===== config.mk =====
export PLATFORM = sky130hd
export DESIGN_NAME = read_counter
export DESIGN_NICKNAME = d
export VERILOG_FILES = /design/src/rtl/cdu_pkg.sv /design/src/rtl/cdu_switch_decode.sv /design/src/rtl/read_counter.sv
export SDC_FILE = /design/constraint.sdc
export NUM_CORES = 1
export LEC_CHECK = 0
export CAP_MARGIN = 40
export CORE_ASPECT_RATIO = 0.8
export CORE_UTILIZATION = 40
export DETAILED_ROUTE_END_ITERATION = 8
export SYNTH_ARGS = -nofsm -noshare
export SYNTH_HDL_FRONTEND = slang
export SYNTH_SLANG_ARGS = --single-unit

===== constraint.sdc =====
create_clock -name clk -period 3.78 [get_ports clk]
set_clock_uncertainty 0.1 [all_clocks]
set_input_delay 0.756 -clock clk [delete_from_list [all_inputs] [get_ports clk]]
set_output_delay 0.756 -clock clk [all_outputs]
set_load 0.1 [all_outputs]

===== src/rtl/cdu_pkg.sv =====
// cdu_pkg: shared state encoding and step constants for the CDU read counter
package cdu_pkg;
  typedef enum logic {COARSE, FINE} cdu_state_e;
  localparam logic [15:0] STEP_FINE = 16'd1;
  localparam logic [15:0] STEP_COARSE = 16'd64;
  localparam int QUAL_STROBES = 4;
  localparam logic [13:0] DRV_RST = 14'b10100110101110;
endpackage


===== src/rtl/cdu_switch_decode.sv =====
// cdu_switch_decode: angle high bits and mode to active-low switch drives (bit 0 = _D1)
module cdu_switch_decode
  import cdu_pkg::*;
(
  input  logic [4:0]  i_ang_hi,
  input  cdu_state_e  i_state,
  output logic [13:0] o_drv
);
  logic w_fine;
  assign w_fine = i_state == FINE;
  assign o_drv = {~i_ang_hi[2], w_fine, ~w_fine, i_ang_hi[2], w_fine, ~w_fine, 1'b1,
                  i_ang_hi[4] ^ i_ang_hi[3], 1'b1, i_ang_hi[4], ~(4'b0001 << i_ang_hi[1:0])};
endmodule


===== src/rtl/read_counter.sv =====
// read_counter: rate-limited CDU read counter with coarse/fine FSM and quadrant switch drives
module read_counter
  import cdu_pkg::*;
#(
  parameter int RATE_DIV = 8,
  parameter int BACKLOG_MAX = 7
) (
  input  logic        clk,
  input  logic        rst,
  input  logic        up_req,
  input  logic        dn_req,
  input  logic        coarse_err,
  input  logic        zero_cdu,
  output logic [15:0] angle,
  output logic        _D1, _D2, _D3, _D4, _D5, _D6, _D7,
  output logic        _D8, _D9, _D10, _D11, _D12, _D13, _D14,
  output logic        plus_pulse,
  output logic        minus_pulse,
  output logic        fine_mode
);
  localparam logic signed [5:0] BL_MAX = 6'(BACKLOG_MAX);
  localparam logic signed [5:0] BL_MIN = -BL_MAX;
  logic [7:0] r_div;
  logic signed [4:0] r_backlog;
  logic [15:0] r_angle;
  cdu_state_e r_state, w_state_nxt;
  logic [1:0] r_qual, w_qual_nxt;
  logic r_pend_up, r_pend_dn, r_plus, r_minus;
  logic [13:0] r_drv, w_drv;
  logic w_strobe, w_step_up, w_step_dn;
  logic signed [5:0] w_req, w_dec, w_bl_sum;
  logic [4:0] w_bl_next;
  logic [15:0] w_step;
  assign w_strobe = r_div == 8'(RATE_DIV - 1);
  assign w_step_up = w_strobe && r_backlog > 5'sd0;
  assign w_step_dn = w_strobe && r_backlog < 5'sd0;
  assign w_req = (up_req && !dn_req) ? 6'sd1 : (dn_req && !up_req) ? -6'sd1 : 6'sd0;
  assign w_dec = w_step_up ? 6'sd1 : w_step_dn ? -6'sd1 : 6'sd0;
  assign w_bl_sum = {r_backlog[4], r_backlog} + w_req - w_dec;
  assign w_bl_next = w_bl_sum > BL_MAX ? BL_MAX[4:0] : w_bl_sum < BL_MIN ? BL_MIN[4:0] : w_bl_sum[4:0];
  assign w_step = r_state == FINE ? STEP_FINE : STEP_COARSE;
  always_comb begin
    w_state_nxt = r_state;
    w_qual_nxt = r_qual;
    if (w_strobe && coarse_err) begin
      w_state_nxt = COARSE;
      w_qual_nxt = '0;
    end else if (w_strobe && r_state == COARSE) begin
      w_state_nxt = r_qual == 2'(QUAL_STROBES - 1) ? FINE : COARSE;
      w_qual_nxt = r_qual == 2'(QUAL_STROBES - 1) ? 2'd0 : r_qual + 2'd1;
    end
  end
  always_ff @(posedge clk) begin
    if (rst || zero_cdu) begin
      r_div <= '0;
      r_backlog <= '0;
      r_angle <= '0;
      r_state <= COARSE;
      r_qual <= '0;
      r_pend_up <= 1'b0;
      r_pend_dn <= 1'b0;
      r_plus <= 1'b0;
      r_minus <= 1'b0;
    end else begin
      r_div <= w_strobe ? 8'd0 : r_div + 8'd1;
      r_backlog <= w_bl_next;
      r_angle <= w_step_up ? r_angle + w_step : w_step_dn ? r_angle - w_step : r_angle;
      r_state <= w_state_nxt;
      r_qual <= w_qual_nxt;
      r_pend_up <= w_step_up && r_state == FINE;
      r_pend_dn <= w_step_dn && r_state == FINE;
      r_plus <= r_pend_up;
      r_minus <= r_pend_dn;
    end
  end
  // drives lag the angle by one cycle, zero_cdu lets them follow the cleared angle
  always_ff @(posedge clk) r_drv <= rst ? DRV_RST : w_drv;
  cdu_switch_decode u_dec (
    .i_ang_hi(r_angle[15:11]),
    .i_state (r_state),
    .o_drv   (w_drv)
  );
  assign angle = r_angle;
  assign plus_pulse = r_plus;
  assign minus_pulse = r_minus;
  assign fine_mode = r_state == FINE;
  assign {_D14, _D13, _D12, _D11, _D10, _D9, _D8, _D7, _D6, _D5, _D4, _D3, _D2, _D1} = r_drv;
endmodule


# After elaboration in Yosys (flattened, before gate mapping)
# Index checks and enable logic that the tools add are counted.
[word_totals] register_bits=48 output_inout_bits=33 wordCells=54 in_bits=6
[classes] addsub=6 magnitude_cmp=4 eq_ne=2 shifts=1 reduce_logical=15 mux=11 bitwise_logic=4
[op_table] cell="16-bit 2-to-1 mux" n=2
[op_table] cell="6-bit 2-to-1 mux" n=4
[op_table] cell="16-bit by 7-bit adder with 16-bit output" n=1
[op_table] cell="16-bit by 7-bit subtractor with 16-bit output" n=1
[op_table] cell="8-bit by 1-bit adder with 8-bit output, second input constant" n=1
[op_table] cell="8-bit by 3-bit == test with 1-bit output, second input constant" n=1
[op_table] cell="1-bit logical AND" n=8
[op_table] cell="7-bit 2-to-1 mux" n=1
[op_table] cell="6-bit adder" n=1
[op_table] cell="6-bit by 4-bit greater-than comparator with 1-bit output, second input constant" n=1
[op_table] cell="6-bit by 4-bit less-than comparator with 1-bit output, second input constant" n=1
[op_table] cell="2-bit OR reduction" n=3
[op_table] cell="6-bit subtractor" n=1
[op_table] cell="5-bit by 1-bit greater-than comparator with 1-bit output, second input constant" n=1
[op_table] cell="5-bit by 1-bit less-than comparator with 1-bit output, second input constant" n=1
[op_table] cell="5-bit 2-to-1 mux" n=1
[op_table] cell="4-bit inverter" n=1
[op_table] cell="1-bit by 2-bit << shifter with 4-bit output, first input constant" n=1
[op_table] cell="3-bit 2-to-1 mux" n=1
[op_table] cell="2-bit by 1-bit adder with 2-bit output, second input constant" n=1
[op_table] cell="2-bit == test, second input constant" n=1
[op_table] cell="1-bit logical NOT" n=2
[op_table] cell="2-bit 2-to-1 mux" n=1
[op_table] cell="1-bit inverter" n=2
[op_table] cell="other kinds (4)" n=4

# Logic depth before layout (Yosys ltp)
# Gate-level depths: netlist of run 1.
[depth] depth_word=9 ltp_mapped=18 depth_no_buf=16

# Cells and area by module
# From an unflattened synthesis of run 1, not the netlist that was laid out.
[hier_totals] cells_unflattened=326 hier_area_um2=2869.0
[by_module_without_submodules] mod="read_counter" n_inst=1 seq_area_each_um2=1001.0 cells_each=311 area_per_inst_um2=2773.9
[by_module_without_submodules] mod="cdu_switch_decode" n_inst=1 seq_area_each_um2=0.0 cells_each=15 area_per_inst_um2=95.1

# Least setup slack after synthesis of run 1
# OpenSTA, ideal clock, no wires.
[synth_path] path_kind="register to register" start="register r_div[0]" end="register r_backlog[0]" path_stages_with_launch=15 path_buffers=1 synth_period_minus_slack_ns=3.323 setup_ns=0.144 required_ns=3.536 path_slack_ns=0.457 t_arrival_ns=3.079 cell_sequence="dfxtp_1 > ha_1 > and4_2 > buf_2 > nand2_1 > xor2_1 > ha_1 > ha_1 > a21o_1 > a21oi_1 > o21bai_1 > a21oi_1 > xnor2_1 > a2111oi_2 > a211oi_1"
[synth_between] elab_chain_len=8 word_cells_on_any_way=10 cone_classes="add/sub: 1; order compare: 2; eq/ne: 1; mux: 4; reduce/logical: 2"
[synth_rtl] item="from (decl)" line_no="read_counter.sv:23" source="logic [7:0] r_div;"
[synth_rtl] item="from (signal assigned)" line_no="read_counter.sv:65" source="r_div <= w_strobe ? 8'd0 : r_div + 8'd1;"
[synth_rtl] item="8-bit by 3-bit == test with 1-bit output (*)" line_no="read_counter.sv:34" source="assign w_strobe = r_div == 8'(RATE_DIV - 1);"
[synth_rtl] item="1-bit logical AND" line_no="read_counter.sv:36" source="assign w_step_dn = w_strobe && r_backlog < 5'sd0;"
[synth_rtl] item="6-bit 2-to-1 mux" line_no="read_counter.sv:38" source="assign w_dec = w_step_up ? 6'sd1 : w_step_dn ? -6'sd1 : 6'sd0;"
[synth_rtl] item="6-bit 2-to-1 mux (*)" line_no="read_counter.sv:38"
[synth_rtl] item="6-bit subtractor (*)" line_no="read_counter.sv:39" source="assign w_bl_sum = {r_backlog[4], r_backlog} + w_req - w_dec;"
[synth_rtl] item="6-bit by 4-bit less-than comparator with 1-bit output" line_no="read_counter.sv:40" source="assign w_bl_next = w_bl_sum > BL_MAX ? BL_MAX[4:0] : w_bl_sum < BL_MIN ? BL_MIN[4:0] : w_bl_sum[4:0];"
[synth_rtl] item="5-bit 2-to-1 mux" line_no="read_counter.sv:40"
[synth_rtl] item="3-bit 2-to-1 mux (*)" line_no="read_counter.sv:40"
[synth_rtl] item="to (signal assigned)" line_no="read_counter.sv:66" source="r_backlog <= w_bl_next;"
[synth_rtl] item="to (decl)" line_no="read_counter.sv:24" source="logic signed [4:0] r_backlog;"
# Every way passes the cells marked *; elsewhere a longest branch is shown, timed or not.
# A chain may end at the register's enable or synchronous reset.

# Worst setup path after layout of run 1
[layout_path] start="register r_div[5]" end="register r_backlog[0]"
# Same word-level chain as after synthesis.

==> results.ini, run 1 <==
[detailed_routing]
drt_first_pass_iters=4
drc_errors=0
avgRoutedWirePerCell_um=12.56
iteration_0_drc_markers=63
drt-total-wl_um=5902
final_antenna_net_count=0
detailroute.via_count=2413
via_per_inst=5.134

[critical_path]
crit_path_max_fanout=6
arrival_ns=3.48
critical-path-max-stage-delay_ns=0.36
worstPathCellList=nor3_4 > and4_2 > nand2_1 > xor2_1 > ha_1 > ha_1 > a21o_1 > a21oi_1 > o21bai_1 > a21oi_1 > xnor2_1 > a2111oi_2 > a211oi_1
worstSetupPathType=register to register
cpLargestDelayFamily=compound AO/OA/AOI/OAI gates
origin_of_the_critical_flop_to_flop_path=r_div[5]
timing.critical_path.from_type=register
cp_data_required_time_ns=3.83
critical_path_buf_inv_count=0
end_kind=register
slowest_stage=sky130_fd_sc_hd__dfxtp_1
crit_path_start=r_div[5]

[power_and_ir_drop]
clock_power_share=0.231
power_density_mw_per_mm2=333.3
leakage_power_nw=1.557
switching_power_of_the_nets_mw=0.4260
netSwitchingFraction=0.3450
internal_power_mw=0.8089
comb_power_share=0.341
power_frac_seq=0.428
peak_supply_drop_mv=0.4125

[synth]
synth.yosys.warnings=0
netlist_area_mm2=0.002743
synth-async-reset-ratio=0
synth.area.mux_share=0.01095
seq_area_frac_synth=0.3358
synth_seq_cells=46
synthSimpleGateAreaFrac=0.2404
synth-edff-count=0
share_of_the_synthesized_area_in_compound_gates_ao_oa_aoi_oai=0.1483
synth_cell_types=46
main_combinational_cell_family_by_area_after_synthesis=simple AND/OR/NAND/NOR gates
synth_adder_area_share=0.1423
yosys_most_used_dff=sky130_fd_sc_hd__dfxtp_1
postSynthAreaPerCell_um2=8.571
yosys.area_share.xor_xnor=0.05748
synth_cells=320

[die]
start_util=0.4215
core.rowCount=26
core_area_mm2=0.006506
top_level_ports=39
die-area_mm2=0.007194
die_h_um=76.06
die_w_um=94.58

[global_routing]
vias_in_the_first_global_route=2264
grt_start_max_net_pins=30
global_route.usage.total=0.1782
wire_length_of_the_first_global_routing_pass_um=10410
grt_remaining_overflow=0
initial_antenna_violation_count=0

[clock_network]
postCtsSetupBuffers=0
cts-htree-levels=2
clockBufferDepth=2
tritoncts.num_buffers=5
ctsRootBufferMaster=sky130_fd_sc_hd__clkbuf_8
clkTransAtPathRegs_ns=0.08
tritoncts_clock_tree=built
cts.sinks=46
worst_skew_pair.late_latency_ns=0.29
ctsResizeCount=0
postCtsHoldBufs=0

[timing]
post-route-min-period_ns=3.432
maxClockFrequency_ghz=0.2914
relSlewSlack=0.6213
timing.hold.ws_ns=0.3286
final_critical_path_setup_slack_ns=0.3477
final-max-slew-violation-count=0
unrepaired_setup_endpoints_after_global_routing=no
number_of_endpoints_with_negative_hold_slack_in_the_final_report=0
final.period_utilization=0.9080
max_slew.worst_pin.slew_ns=0.5680
finalSetupViolations=0
setup_total_negative_slack_ns=0

[placement]
dpl.hpwl_um=4448
finalWeightedCongestion=0.8150
dp_slack_ns=0.1098
port_buffers=36

[status]
outcome=finished, final reports clean

[cells_and_area]
antenna_cells=0
drive_above_1_share=0.1554
final_net_count=422
layout.filler_cells=604
layout.cells.most_common_list=sky130_fd_sc_hd__dfxtp_1 (46), sky130_fd_sc_hd__clkdlybuf4s50_1 (35), sky130_fd_sc_hd__buf_8 (29)
synthToLayoutAreaGrowth_pct=35.08
layout.cells.most_common=sky130_fd_sc_hd__dfxtp_1
utilization=0.5694

[run]
drv_cap=0

[hold_path]
worst_hold_check_path_type=register to register
min_from=r_pend_dn

==> final timing paths <==
kind	cells after the start	endpoint	slack, ns
worst max-delay path	13	r_backlog[0]	0.35
worst min register to register	1	minus_pulse	0.33
worst min-delay path	1	minus_pulse	0.33
worst max register to register	13	r_backlog[0]	0.35
==> cell families (layout without fill, tap and decap cells) <==
logic type | after synthesis | count (layout)
buf+inv | 34 | 99
flops | 46 | 46
mux | 3 | 3
xor+xnor | 18 | 18
fa+ha+maj | 30 | 30
other cells | 1 | 2
simple gates | 124 | 124
compound gates | 64 | 64
==> synthesized netlist by cell type, types with 2 or more instances <==
master,n,share of area
sky130_fd_sc_hd__a211oi_1,3,0.0082
sky130_fd_sc_hd__a21o_1,7,0.019
sky130_fd_sc_hd__a21oi_1,25,0.046
sky130_fd_sc_hd__a31oi_1,5,0.011
sky130_fd_sc_hd__and2_1,3,0.0068
sky130_fd_sc_hd__and3_1,6,0.014
sky130_fd_sc_hd__and3_2,2,0.0055
sky130_fd_sc_hd__and4_1,2,0.0064
sky130_fd_sc_hd__buf_2,3,0.0055
sky130_fd_sc_hd__buf_4,6,0.016
sky130_fd_sc_hd__clkbuf_1,5,0.0068
sky130_fd_sc_hd__clkbuf_8,2,0.010
sky130_fd_sc_hd__dfxtp_1,46,0.34
sky130_fd_sc_hd__fa_1,2,0.015
sky130_fd_sc_hd__ha_1,28,0.13
sky130_fd_sc_hd__inv_1,18,0.025
sky130_fd_sc_hd__mux2i_1,3,0.011
sky130_fd_sc_hd__nand2_1,24,0.033
sky130_fd_sc_hd__nand3_1,22,0.040
sky130_fd_sc_hd__nand3b_1,2,0.0055
sky130_fd_sc_hd__nand4_1,4,0.0091
sky130_fd_sc_hd__nor2_1,27,0.037
sky130_fd_sc_hd__nor2b_1,7,0.016
sky130_fd_sc_hd__nor3_1,10,0.018
sky130_fd_sc_hd__nor4_1,2,0.0046
sky130_fd_sc_hd__o211ai_1,2,0.0055
sky130_fd_sc_hd__o21ai_0,9,0.016
sky130_fd_sc_hd__o21bai_1,4,0.011
sky130_fd_sc_hd__o31ai_1,2,0.0055
sky130_fd_sc_hd__or2_2,2,0.0046
sky130_fd_sc_hd__or3b_2,3,0.0096
sky130_fd_sc_hd__or4_1,4,0.011
sky130_fd_sc_hd__xnor2_1,8,0.026
sky130_fd_sc_hd__xor2_1,10,0.032
==> power groups by stage <==
stage | sequential [mW] | clock (mW) | combinational, mW
CTS | 0.528 | 0.295 | 0.427
finish | 0.528 | 0.285 | 0.422
detailed placement | 0.540 | 0 | 0.424
global placement | 0.539 | 0 | 0.409
global route | 0.531 | 0.315 | 0.477
floorplan | 0.533 | 0 | 0.354
==> layout make-up <==
class                           count  area (um2)  share of cell area
Sequential cell                    46       920.9              0.2486
Timing Repair Buffer               74       880.8              0.2378
Tap cell                           84       105.1             0.02837
Clock buffer                        5       68.82             0.01857
Inverter                           18       67.56             0.01824
Multi-Input combinational cell    241        1652              0.4458
Clock inverter                      2       10.01            0.002702
==> metal layers <==
| layer | up-vias | share of wire | track usage | wire length [um] |
|---|---|---|---|---|
| met4 | 0 | 0.0053 | 0.03333 | 31 |
| met1 | 1107 | 0.48 | 0.2412 | 2840 |
| met3 | 5 | 0.031 | 0.02994 | 185 |
| met5 | - | 0 | 0 | 0 |
| met2 | 45 | 0.48 | 0.2978 | 2844 |
| li1 | 1256 | - | - | - |
==> sequential cells by signal, indices dropped and copies added (netlist names) <==
name	count
r_pend_dn	1
r_div	8
angle	16
r_drv	10
plus_pulse	1
fine_mode	1
minus_pulse	1
r_qual	2
r_pend_up	1
r_backlog	5
==> stage by stage <==
step	power, mW	area [um2]	std cells
CTS	1.250	3705	470
floorplan	0.8872	2746	321
global route	1.323	3705	470
finish	1.235	3705	470
global placement	0.9478	3163	433
detailed placement	0.9639	3626	463
No activity file was read; power rests on OpenSTA's default activity.
==> run 2, diff against run 1 <==
- PLACE_DENSITY: not set -> 0.62
- SETUP_SLACK_MARGIN: not set -> 0.2
- clock period: 3.78 -> 3.19 ns (I/O delays scaled with it)
==> results.ini, run 2 (synthesized netlist as in run 1, its figures left out) <==
[status]
outcome=finished, final reports clean  ; unchanged

[timing]
finalSetupViolations=0  ; unchanged
maxClockFrequency_ghz=0.3289  ; was 0.2914 GHz
final.period_utilization=0.9530  ; was 0.9080
number_of_endpoints_with_negative_hold_slack_in_the_final_report=0  ; unchanged
timing.hold.ws_ns=0.3208  ; was 0.3286 ns
setup_total_negative_slack_ns=0  ; unchanged
final-max-slew-violation-count=0  ; unchanged
unrepaired_setup_endpoints_after_global_routing=yes  ; was no
post-route-min-period_ns=3.040  ; was 3.432 ns
relSlewSlack=0.6026  ; was 0.6213
max_slew.worst_pin.slew_ns=0.5961  ; was 0.5680 ns

[detailed_routing]
iteration_0_drc_markers=56  ; was 63
avgRoutedWirePerCell_um=13.58  ; was 12.56 um
via_per_inst=5.217  ; was 5.134
drc_errors=0  ; unchanged
drt-total-wl_um=6371  ; was 5902 um
detailroute.via_count=2447  ; was 2,413
final_antenna_net_count=0  ; unchanged
drt_first_pass_iters=4  ; unchanged

[die]
start_util=0.4215  ; unchanged
core.rowCount=26  ; unchanged
top_level_ports=39  ; unchanged
die_h_um=76.06  ; unchanged
core_area_mm2=0.006506  ; unchanged
die-area_mm2=0.007194  ; unchanged
die_w_um=94.58  ; unchanged

[critical_path]
critical_path_buf_inv_count=4  ; was 0
slowest_stage=sky130_fd_sc_hd__or4_4  ; was sky130_fd_sc_hd__dfxtp_1
critical-path-max-stage-delay_ns=0.55  ; was 0.36 ns
crit_path_max_fanout=3  ; was 6
r2r_cells=15  ; was 13
arrival_ns=3.11  ; was 3.48 ns
end_kind=register  ; unchanged
origin_of_the_critical_flop_to_flop_path=r_backlog[0]  ; was r_div[5]
regToRegEndpoint=r_backlog[0]  ; unchanged
worstPathCellList=or4_4 > o21ai_4 > inv_2 > ha_4 > inv_2 > ha_4 > inv_2 > fa_2 > inv_2 > a21o_1 > a21oi_2 > xnor2_2 > nand2_1 > a2111oi_4 > a211oi_2  ; was nor3_4 > and4_2 > nand2_1 > xor2_1 > ha_1 > ha_1 > a21o_1 > a21oi_1 > o21bai_1 > a21oi_1 > xnor2_1 > a2111oi_2 > a211oi_1
cpLargestDelayFamily=compound AO/OA/AOI/OAI gates  ; unchanged
rrSetupSlack_ns=0.15  ; was 0.35 ns
worstSetupPathType=register to register  ; unchanged
crit_path_frequent_cell=sky130_fd_sc_hd__inv_2
cp_data_required_time_ns=3.26  ; was 3.83 ns
timing.critical_path.from_type=register  ; unchanged

[run]
drv_cap=0  ; unchanged

[placement]
port_buffers=36  ; unchanged
finalWeightedCongestion=0.8351  ; was 0.8150
dpl.hpwl_um=4483  ; was 4448 um

[clock_network]
postCtsHoldBufs=0  ; unchanged
tritoncts.num_buffers=5  ; unchanged
clkTransAtPathRegs_ns=0.09  ; was 0.08 ns
cts.sinks=46  ; unchanged
ctsRootBufferMaster=sky130_fd_sc_hd__clkbuf_8  ; unchanged
clockBufferDepth=2  ; unchanged
cts-htree-levels=2  ; unchanged
tritoncts_clock_tree=built  ; unchanged
worst_skew_pair.late_latency_ns=0.32  ; was 0.29 ns

[global_routing]
global_route.usage.total=0.1912  ; was 0.1782
grt_start_max_net_pins=30  ; unchanged
grt_remaining_overflow=0  ; unchanged
vias_in_the_first_global_route=2316  ; was 2,264
initial_antenna_violation_count=0  ; unchanged
wire_length_of_the_first_global_routing_pass_um=10900  ; was 10,410 um

[power_and_ir_drop]
power.total_mw=2.018  ; was 1.235 mW
leakage_power_nw=1.580  ; was 1.557 nW
peak_supply_drop_mv=0.6556  ; was 0.4125 mV
power_density_mw_per_mm2=543.1  ; was 333.3 mW/mm2

[cells_and_area]
layout.cells.most_common_list=sky130_fd_sc_hd__buf_4 (66), sky130_fd_sc_hd__dfxtp_1 (39), sky130_fd_sc_hd__nor2_1 (24)  ; was sky130_fd_sc_hd__dfxtp_1 (46), sky130_fd_sc_hd__clkdlybuf4s50_1 (35), sky130_fd_sc_hd__buf_8 (29)
synthToLayoutAreaGrowth_pct=35.49  ; was 35.08%
drive_above_1_share=0.3740  ; was 0.1554
final_net_count=420  ; was 422
layout.cells.most_common=sky130_fd_sc_hd__buf_4  ; was sky130_fd_sc_hd__dfxtp_1
largest_reg_flops=16  ; unchanged
layout.filler_cells=597  ; was 604
antenna_cells=0  ; unchanged

[hold_path]
min_from=r_div[0]  ; was r_pend_dn
worst_hold_check_path_type=register to register  ; unchanged
timing.hold.worst_endpoint=r_div[0]  ; was minus_pulse
whs_path_depth=1  ; unchanged

[run 2: power by group]
part / switching [mW] / internal, mW / total [mW] / leakage, nW
combinational: 0.456 / 0.478 / 0.934 / 1.15
sequential: 0.0284 / 0.603 / 0.632 / 0.375
clock: 0.220 / 0.233 / 0.453 / 0.0504
total: 0.704 / 1.31 / 2.02 / 1.58
[run 2: per-layer routing]
| metal | up-vias | GRT usage | share of wire |
|---|---|---|---|
| met5 | - | 0 | 0 |
| met2 | 35 | 0.3058 | 0.46 |
| met4 | 0 | 0.06970 | 0.016 |
| met3 | 10 | 0.03593 | 0.030 |
| li1 | 1261 | - | - |
| met1 | 1141 | 0.2545 | 0.49 |
[run 2: layout make-up]
| type | count | area, um2 | share of cell area |
|---|---|---|---|
| Clock buffer | 5 | 68.82 | 0.01852 |
| Tap cell | 84 | 105.1 | 0.02828 |
| Sequential cell | 46 | 934.6 | 0.2515 |
| Timing Repair Buffer | 72 | 556.8 | 0.1498 |
| Clock inverter | 3 | 45.04 | 0.01212 |
| Multi-Input combinational cell | 241 | 1936 | 0.5209 |
| Inverter | 18 | 70.07 | 0.01886 |
[run 2: repair_timing]
action / CTS / global route
setup buffers: 9 / 7
gates resized for setup: 19 / 27
setup endpoints to repair: 8 / 12
pin swaps: 18 / 32
[run 2: worst max path at each step]
stage	slack [ns]	startpoint	cells past startpoint	to
global placement	-0.12	up_req	15	r_backlog[0]
global route	-0.003	r_backlog[0]	16	r_backlog[2]
floorplan	0.09	r_div[3]	14	r_backlog[0]
detailed placement	-0.17	up_req	15	r_backlog[0]
CTS	0.20	r_backlog[2]	15	r_backlog[0]
finish	0.15	r_backlog[0]	15	r_backlog[0]
[run 2: through the flow]
step | setup slack, ns | utilization | cells | cell area (um2)
final | 0.1498 | 0.5712 | 469 | 3716
after global routing | -0.002764 | 0.5712 | 469 | 3716
after CTS | 0.1984 | 0.5458 | 462 | 3551
after detailed placement | -0.1738 | 0.5085 | 445 | 3308
after global placement | -0.1228 | 0.5085 | 445 | 3308
after floorplan | 0.09238 | - | 321 | 2889
